===== src/rtl/uart_tx.sv =====
// rtl/uart_tx.sv - MMIO UART transmitter: byte FIFO feeding an 8N1 serialiser
module uart_tx #(
  parameter int CLKS_PER_BIT = 868,
  parameter int FIFO_DEPTH   = 4
) (
  input  logic       clk,
  input  logic       rst_n,
  input  logic [7:0] tx_data,
  input  logic       tx_we,
  output logic       tx_busy,
  output logic       tx_idle,
  output logic       tx_overflow,
  output logic       txd
);

  localparam int PW = $clog2(FIFO_DEPTH);
  localparam int CW = $clog2(FIFO_DEPTH + 1);
  localparam int BW = $clog2(CLKS_PER_BIT);

  localparam logic [CW-1:0] COUNT_FULL = CW'(FIFO_DEPTH);
  localparam logic [BW-1:0] BAUD_LAST  = BW'(CLKS_PER_BIT - 1);

  typedef enum logic [1:0] {
    S_IDLE,
    S_START,
    S_DATA,
    S_STOP
  } state_t;

  state_t        state_q, state_d;
  logic [BW-1:0] baud_q, baud_d;
  logic [2:0]    bit_idx_q, bit_idx_d;
  logic [7:0]    shift_q, shift_d;
  logic          txd_q, txd_d;
  logic          overflow_q, overflow_d;
  logic [PW-1:0] wr_ptr_q, wr_ptr_d;
  logic [PW-1:0] rd_ptr_q, rd_ptr_d;
  logic [CW-1:0] count_q, count_d;
  logic [7:0]    mem_q [FIFO_DEPTH];

  logic fifo_full;
  logic fifo_empty;
  logic write_ok;
  logic pop;
  logic baud_tc;

  assign fifo_full  = (count_q == COUNT_FULL);
  assign fifo_empty = (count_q == '0);
  assign write_ok   = tx_we && !fifo_full;
  assign baud_tc    = (baud_q == BAUD_LAST);

  // FIFO bookkeeping: a write into a full FIFO is dropped even if a pop frees a slot on the same edge
  always_comb begin
    wr_ptr_d   = wr_ptr_q;
    rd_ptr_d   = rd_ptr_q;
    count_d    = count_q;
    overflow_d = tx_we && fifo_full;
    if (write_ok) begin
      wr_ptr_d = wr_ptr_q + PW'(1);
    end
    if (pop) begin
      rd_ptr_d = rd_ptr_q + PW'(1);
    end
    case ({write_ok, pop})
      2'b10:   count_d = count_q + CW'(1);
      2'b01:   count_d = count_q - CW'(1);
      default: count_d = count_q;
    endcase
  end

  // Serialiser next-state; txd is derived from the next state so the pin is a clean flop output
  always_comb begin
    state_d   = state_q;
    baud_d    = baud_q;
    bit_idx_d = bit_idx_q;
    shift_d   = shift_q;
    pop       = 1'b0;
    txd_d     = 1'b1;
    case (state_q)
      S_IDLE: begin
        baud_d = '0;
        if (!fifo_empty) begin
          pop     = 1'b1;
          shift_d = mem_q[rd_ptr_q];
          state_d = S_START;
        end
      end
      S_START: begin
        baud_d = baud_tc ? '0 : baud_q + BW'(1);
        if (baud_tc) begin
          bit_idx_d = 3'd0;
          state_d   = S_DATA;
        end
      end
      S_DATA: begin
        baud_d = baud_tc ? '0 : baud_q + BW'(1);
        if (baud_tc) begin
          shift_d = {1'b0, shift_q[7:1]};
          if (bit_idx_q == 3'd7) begin
            state_d = S_STOP;
          end else begin
            bit_idx_d = bit_idx_q + 3'd1;
          end
        end
      end
      S_STOP: begin
        baud_d = baud_tc ? '0 : baud_q + BW'(1);
        if (baud_tc) begin
          if (!fifo_empty) begin
            pop     = 1'b1;
            shift_d = mem_q[rd_ptr_q];
            state_d = S_START;
          end else begin
            state_d = S_IDLE;
          end
        end
      end
      default: begin
        state_d = S_IDLE;
        baud_d  = '0;
      end
    endcase
    case (state_d)
      S_START: txd_d = 1'b0;
      S_DATA:  txd_d = shift_d[0];
      default: txd_d = 1'b1;
    endcase
  end

  // State, pointers and line register; reset forces the line high at once and discards queued bytes
  always_ff @(posedge clk or negedge rst_n) begin
    if (!rst_n) begin
      state_q    <= S_IDLE;
      baud_q     <= '0;
      bit_idx_q  <= 3'd0;
      shift_q    <= 8'h00;
      txd_q      <= 1'b1;
      overflow_q <= 1'b0;
      wr_ptr_q   <= '0;
      rd_ptr_q   <= '0;
      count_q    <= '0;
    end else begin
      state_q    <= state_d;
      baud_q     <= baud_d;
      bit_idx_q  <= bit_idx_d;
      shift_q    <= shift_d;
      txd_q      <= txd_d;
      overflow_q <= overflow_d;
      wr_ptr_q   <= wr_ptr_d;
      rd_ptr_q   <= rd_ptr_d;
      count_q    <= count_d;
    end
  end

  // FIFO storage captures tx_data at the accepting edge; contents are don't-care until written
  always_ff @(posedge clk) begin
    if (write_ok) begin
      mem_q[wr_ptr_q] <= tx_data;
    end
  end

  assign txd         = txd_q;
  assign tx_overflow = overflow_q;
  assign tx_busy     = fifo_full;
  assign tx_idle     = (state_q == S_IDLE) && fifo_empty;

endmodule


===== config.mk =====
export PLATFORM = sky130hd
export DESIGN_NAME = uart_tx
export DESIGN_NICKNAME = d
export VERILOG_FILES = /design/src/rtl/uart_tx.sv
export SDC_FILE = /design/constraint.sdc
export NUM_CORES = 1
export LEC_CHECK = 0
export ABC_AREA = 1
export CORE_MARGIN = 5
export CORE_UTILIZATION = 55
export CTS_CLUSTER_SIZE = 20
export DETAILED_ROUTE_END_ITERATION = 10
export HOLD_SLACK_MARGIN = 0.1
export PLACE_DENSITY = 0.74
export SYNTH_ARGS = -nofsm -noshare
export SYNTH_HDL_FRONTEND = slang
export SYNTH_SLANG_ARGS = --single-unit

===== constraint.sdc =====
create_clock -name clk -period 4.9 [get_ports clk]
set_input_delay 1.225 -clock clk [delete_from_list [all_inputs] [get_ports clk]]
set_output_delay 1.225 -clock clk [all_outputs]
set_load 0.02 [all_outputs]

==> results of run 1 <==
## flip-flops by register name (all words and copies together), names as in the netlist
register     cells
state_q          2
wr_ptr_q         2
tx_overflow      1
rd_ptr_q         2
txd              1
shift_q          8
baud_q          10
count_q          3
bit_idx_q        3
mem_q           32
## Yosys cell counts, types with 3 or more instances
| cell | n | area [um^2] |
|---|---|---|
| a21oi_1 | 11 | 55.05 |
| ha_1 | 13 | 162.7 |
| nand4_1 | 4 | 25.02 |
| nand3_1 | 12 | 60.06 |
| buf_2 | 3 | 15.01 |
| dfrtp_1 | 31 | 775.7 |
| nor2_2 | 3 | 18.77 |
| xor2_1 | 6 | 52.55 |
| edfxtp_1 | 32 | 960.9 |
| o21ai_0 | 34 | 170.2 |
| nand2_1 | 85 | 319.1 |
| nor2_1 | 51 | 191.4 |
| inv_1 | 43 | 161.4 |
## final timing paths
kind                                         from                     end  slack, ns
max in group asynchronous                   rst_n           txd$_DFF_PN1_       3.30
setup reg to reg              baud_q[0]$_DFF_PN0_  count_q[2]$_DFFE_PN0P_       2.24
hold / removal             shift_q[6]$_DFFE_PN0P_  shift_q[6]$_DFFE_PN0P_       0.48
setup / recovery           count_q[1]$_DFFE_PN0P_                 tx_idle       1.54
min in group asynchronous                   rst_n  shift_q[3]$_DFFE_PN0P_       1.26
hold reg to reg            shift_q[6]$_DFFE_PN0P_  shift_q[6]$_DFFE_PN0P_       0.48
## kinds of logic after synthesis
family / count (synthesis)
and+or+nand+nor: 166
DFF: 64
AOI/OAI and AO/OA: 51
buffers and inverters: 49
adders and majority gates: 14
xor gates and xnor gates: 7
## through the flow
stage	hold slack [ns]	area, um^2
2_1_floorplan	0.4459	3186
3_3_place_gp	0.4628	3397
3_5_place_dp	0.4669	3397
4_1_cts	0.4850	3623
5_1_grt	0.5066	3623
6_report	0.4820	3623
## cell usage in the layout, fill, tap and decap left out, drive strengths merged
cell type / Yosys / final
clkinvlp: 0 / 1
ha: 13 / 13
inv: 44 / 46
buf: 4 / 1
clkbuf: 1 / 9
clkdlybuf4s50: 0 / 14
or2: 3 / 3
nand3: 13 / 13
nand4: 4 / 4
o22ai: 2 / 2
nand3b: 1 / 1
dfstp: 1 / 1
bufinv: 0 / 2
fa: 1 / 1
dfrtp: 31 / 31
edfxtp: 32 / 32
clkinv: 0 / 2
nor3: 2 / 2
a31oi: 1 / 1
nor4: 1 / 1
a21oi: 11 / 11
o32ai: 1 / 1
xor2: 6 / 6
o21ai: 36 / 36
nor2: 55 / 55
xnor2: 1 / 1
nand2: 87 / 87
## layout make-up
| type | count | area share |
|---|---|---|
| clock buffer | 9 | 0.03419 |
| clock inverter | 7 | 0.02831 |
| multi-input combinational | 238 | 0.3398 |
| inverter | 44 | 0.04558 |
| tap | 72 | 0.02486 |
| timing repair buffer | 15 | 0.04075 |
| sequential | 64 | 0.4865 |
## metal layers
| metal | track usage | part of all wire | vias up |
|---|---|---|---|
| met5 | 0 | 0 | - |
| met4 | 0.05468 | 0.017 | 0 |
| met3 | 0.06340 | 0.047 | 11 |
| met2 | 0.2747 | 0.47 | 40 |
| met1 | 0.2177 | 0.46 | 1076 |
| li1 | - | - | 1176 |
## worst max-delay path, stage by stage, from the launching register on
cell,delay (ns)
dfrtp_1,0.40
nor2_1,0.17
nand2_1,0.36
nor2_1,0.23
clkdlybuf4s50_1,0.63
## power by group through the flow
stage / sequential, uW / combinational (uW) / clock [uW]
2_1_floorplan: 680 / 140 / 0
5_1_grt: 683 / 235 / 546
4_1_cts: 677 / 211 / 518
3_3_place_gp: 685 / 202 / 0
3_5_place_dp: 688 / 209 / 0
6_report: 677 / 205 / 511
==> run_results.csv, run 1 <==
group,metric,value,unit
outcome,status,"finished, final reports clean",
power,p_leak,0.001647,uW
synth,synth_cell_types,34,
routing,drt-total-wl,5.815,mm
routing,vias_per_cell,5.129,
clock_tree,cts_resized,0,
die,die_h,86.11,um
power,p_total,1394,uW
clock_tree,ctsHtreeMaxLevel,3,
routing,num_vias,2303,
synth,synthSimpleGateAreaFrac,0.2207,
cells_and_area,multi_input_area,1231,um^2
synth,yosysSeqAreaShare,0.5534,
routing,remaining_drc_errors,0,
clock_tree,cts-root-buf,"clkbuf_8",
setup_path,cp-end-kind,"output pin",
grt,track_usage,0.1722,
synth,synthCells,351,
sta,fin_crit_sh,0.6867,
clock_tree,clock_sinks,64,
synth,synth-xor-area-share,0.01925,
placed_design,portBuffers,14,
power,seqPwrFrac,0.486,
cells_and_area,drive_above_1_share,0.08223,
synth,syn-num-nets,376,
synth,synth_edf_count,32,
sta,rsz0062_at_grt,"false",
die,rows,27,
synth,synth_seq_cells,64,
power,ir_drop,0.3401,mV
grt,overflow,0,
routing,wl_per_cell,12.95,um
power,clockPowerShare,0.367,
synth,synth_top_family_by_area,"simple AND/OR/NAND/NOR gates",
setup_path,critPathLaunchType,"flop",
placed_design,dp_hpwl,4.215,mm
clock_tree,postCtsSetupBuffers,0,
synth,avgSynthCellArea,9.076,um^2
clock_tree,ctsHoldBuffers,0,
cells_and_area,fillers,470,
die,dieArea,7414,um^2
sta,period_needed,3.365,ns
synth,synthAdderAreaFrac,0.05734,
grt,antenna_found_initial,0,
synth,async_reset_ff_frac,0.5000,
run,maxCapViolCount,0,
sta,setup_tns,0,ns
sta,setup_viol,0,
die,coreArea,5574,um^2
die,io_pins,15,
synth,netlist_area,3186,um^2
cells_and_area,finalNetCount,397,
grt,grt_max_degree,33,
clock_tree,tritoncts,"done",
sta,max_slew_margin,0.5428,
setup_path,critPathKind,"flop to output pin",
placed_design,pre_cts_ws,1.802,ns
cells_and_area,antenna_cells,0,
placed_design,dpl.cell_count,433,
synth,synthMuxAreaShare,0,
routing,first_pass_iters,5,
setup_path,r2r_cells,13,
synth,synth_compound_area_frac,0.08916,
sta,worstMarginPinSlew,0.6833,ns
clock_tree,clk_pin_slew_worst_paths,0.07,ns
routing,ant_nets,0,
setup_path,arrival,2.14,ns
clock_tree,clockBufferDepth,2,
cells_and_area,final_util,0.6501,
power,p_comb_frac,0.147,
sta,timing.fmax,297.2,MHz
sta,hold_viol_final,0,
power,switching_power,387.5,uW
grt,grt_pass1_vias,2192,
cells_and_area,area_growth,13.75,%
synth,synth-main-ff-cell,"edfxtp_1",
power,power.density,384.6,nW/um^2
placed_design,gp_congestion,0.8145,
power,power.internal,1006,uW
die,floorplan.initialDensity,0.5715,
setup_path,required,3.67,ns
sta,drv_slew,0,
clock_tree,clkLatencyLatePin,0.35,ns
grt,grt_first_pass_wirelength,9.832,mm
cells_and_area,final_cell_count_no_fill,449,
cells_and_area,seq_area,1763,um^2
clock_tree,cts_buffers,9,
sta,finClkSkew,0.005178,ns
setup_path,cp_max_fo,18,
hold_path,hold_depth,2,
sta,timing.final.ws_setup,1.535,ns
power,p_sw_frac,0.2781,
die,die_x,86.11,um
synth,yosys_warnings,0,
hold_path,hp-class,"flop to flop",
routing,drtIter0Drc,123,
Power figures use the tool's default switching activity.
==> run 2: changes to the inputs <==
Clock period 4.9 ns to 3.5 ns, I/O delays scaled along.
==> run_results.csv, run 2 (same netlist as run 1, synthesis figures left out) <==
group,metric,value,unit
outcome,status,"finished, final reports clean",
clock_tree,clock_sinks,64,
run,maxCapViolCount,0,
sta,rsz0062_at_grt,"false",
sta,worstMarginPinSlew,0.7692,ns
setup_path,critPathKind,"flop to output pin",
grt,grt_max_degree,33,
cells_and_area,fillers,438,
routing,vias_per_cell,5.040,
cells_and_area,finalNetCount,398,
setup_path,critPathLaunchType,"flop",
power,p_sw_frac,0.2828,
die,die_h,86.11,um
hold_path,hp-class,"flop to flop",
clock_tree,postCtsSetupBuffers,0,
setup_path,r2r_cells,13,
die,io_pins,15,
power,power.density,515.9,nW/um^2
routing,ant_nets,0,
die,coreArea,5574,um^2
sta,setup_viol,0,
setup_path,cp_max_fo,18,
clock_tree,ctsHtreeMaxLevel,3,
power,p_leak,0.001634,uW
cells_and_area,top_regs,"mem_q: 32 flops, baud_q: 10 flops, shift_q: 8 flops",
placed_design,gp_congestion,0.8144,
sta,fin_crit_sh,0.8516,
clock_tree,cts_resized,0,
clock_tree,cts_buffers,9,
die,dieArea,7414,um^2
routing,num_vias,2268,
setup_path,cp-end-kind,"output pin",
die,floorplan.initialDensity,0.5715,
routing,drt-total-wl,5.662,mm
cells_and_area,largest-register,"mem_q",
setup_path,cpPeakStageDelay,0.64,ns
grt,grt_first_pass_wirelength,9.887,mm
power,clockPowerShare,0.336,
grt,grt_pass1_vias,2179,
grt,overflow,0,
routing,first_pass_iters,4,
sta,max_slew_margin,0.4853,
grt,track_usage,0.1718,
die,die_x,86.11,um
setup_path,cp_common_cell,"nor2_1",
clock_tree,tritoncts,"done",
power,seqPwrFrac,0.508,
routing,remaining_drc_errors,0,
grt,antenna_found_initial,0,
cells_and_area,final_common_cell,"nand2_1",
power,p_comb_frac,0.157,
power,switching_power,525.1,uW
clock_tree,clockBufferDepth,2,
sta,finClkSkew,0.01059,ns
sta,timing.fmax,335.5,MHz
cells_and_area,final_util,0.6458,
sta,period_needed,2.980,ns
placed_design,portBuffers,14,
cells_and_area,largest_reg_flops,32,
setup_path,crit_path_top_delay_cell,"clkdlybuf4s50_1",
sta,fin_hold_ws,0.4876,ns
clock_tree,cts-root-buf,"clkbuf_8",
die,rows,27,
cells_and_area,area_growth,13.00,%
clock_tree,clkLatencyLatePin,0.34,ns
cells_and_area,mostFrequentLayoutCells,"nand2_1 (85), nor2_1 (51), inv_1 (43)",
sta,hold_viol_final,0,
setup_path,required,2.62,ns
power,ir_drop,0.3709,mV
cells_and_area,antenna_cells,0,
clock_tree,clk_pin_slew_worst_paths,0.08,ns
sta,drv_slew,0,
placed_design,dp_hpwl,3.964,mm
power,power.internal,1332,uW
setup_path,cp_cell_sequence,"nor2_1, nand2_1, nor2_1, clkdlybuf4s50_1",
routing,wl_per_cell,12.58,um
cells_and_area,drive_above_1_share,0.08466,
routing,drtIter0Drc,152,
sta,setup_tns,0,ns
hold_path,hold_depth,2,
clock_tree,ctsHoldBuffers,0,
setup_path,arrival,2.11,ns
power,p_total,1857,uW
## run 2: changes by cell type in the layout (fill, tap and decap cells not counted)
cell	before	now
clkinv_2	0	2
bufinv_16	2	1
buf_4	1	2
clkinv_4	2	0
clkinvlp_4	1	3
inv_6	2	1
## run 2: metrics by stage
step                      setup WS, ns  cells  area (um^2)
after floorplan                  1.170    351         3186
after global routing            0.3663    450         3600
final                           0.5195    450         3600
after CTS                       0.5127    450         3600
after detailed placement        0.8238    434         3405
after global placement          0.8644    434         3405
## run 2: routing by layer
| layer | up-vias | wire, um | global-route usage |
|---|---|---|---|
| met2 | 27 | 2715 | 0.2691 |
| li1 | 1181 | - | - |
| met3 | 12 | 144 | 0.03939 |
| met5 | - | 0 | 0 |
| met1 | 1048 | 2693 | 0.2289 |
| met4 | 0 | 108 | 0.07338 |
## run 2: layout make-up
class	instances	area, um^2	share of cell area
timing repair buffer	16	155.1	0.04310
multi-input combinational	238	1231	0.3420
tap	72	90.09	0.02503
clock buffer	9	123.9	0.03441
clock inverter	7	71.32	0.01981
sequential	64	1763	0.4897
inverter	44	165.2	0.04588
## run 2: worst max-delay path: cells and delay by family, from the launching register on
family	cells	cell delay, ns
flops	1	0.41
buf+inv	1	0.64
simple gates	3	0.71
## run 2: final timing paths
path,startpoint,end,slack [ns]
max,count_q[0]$_DFFE_PN0P_,tx_idle,0.52
min,shift_q[2]$_DFFE_PN0P_,shift_q[2]$_DFFE_PN0P_,0.49
max reg2reg,baud_q[0]$_DFF_PN0_,count_q[2]$_DFFE_PN0P_,0.92
min reg2reg,shift_q[2]$_DFFE_PN0P_,shift_q[2]$_DFFE_PN0P_,0.49
max in group asynchronous,rst_n,txd$_DFF_PN1_,2.23
min in group asynchronous,rst_n,shift_q[2]$_DFFE_PN0P_,0.94
## run 2: power by group through the flow
| stage | Sequential [uW] | Combinational [uW] | Clock (uW) |
|---|---|---|---|
| 2_1_floorplan | 952 | 196 | 0 |
| 3_3_place_gp | 954 | 289 | 0 |
| 3_5_place_dp | 958 | 294 | 0 |
| 4_1_cts | 943 | 296 | 641 |
| 5_1_grt | 953 | 332 | 681 |
| 6_report | 942 | 291 | 624 |
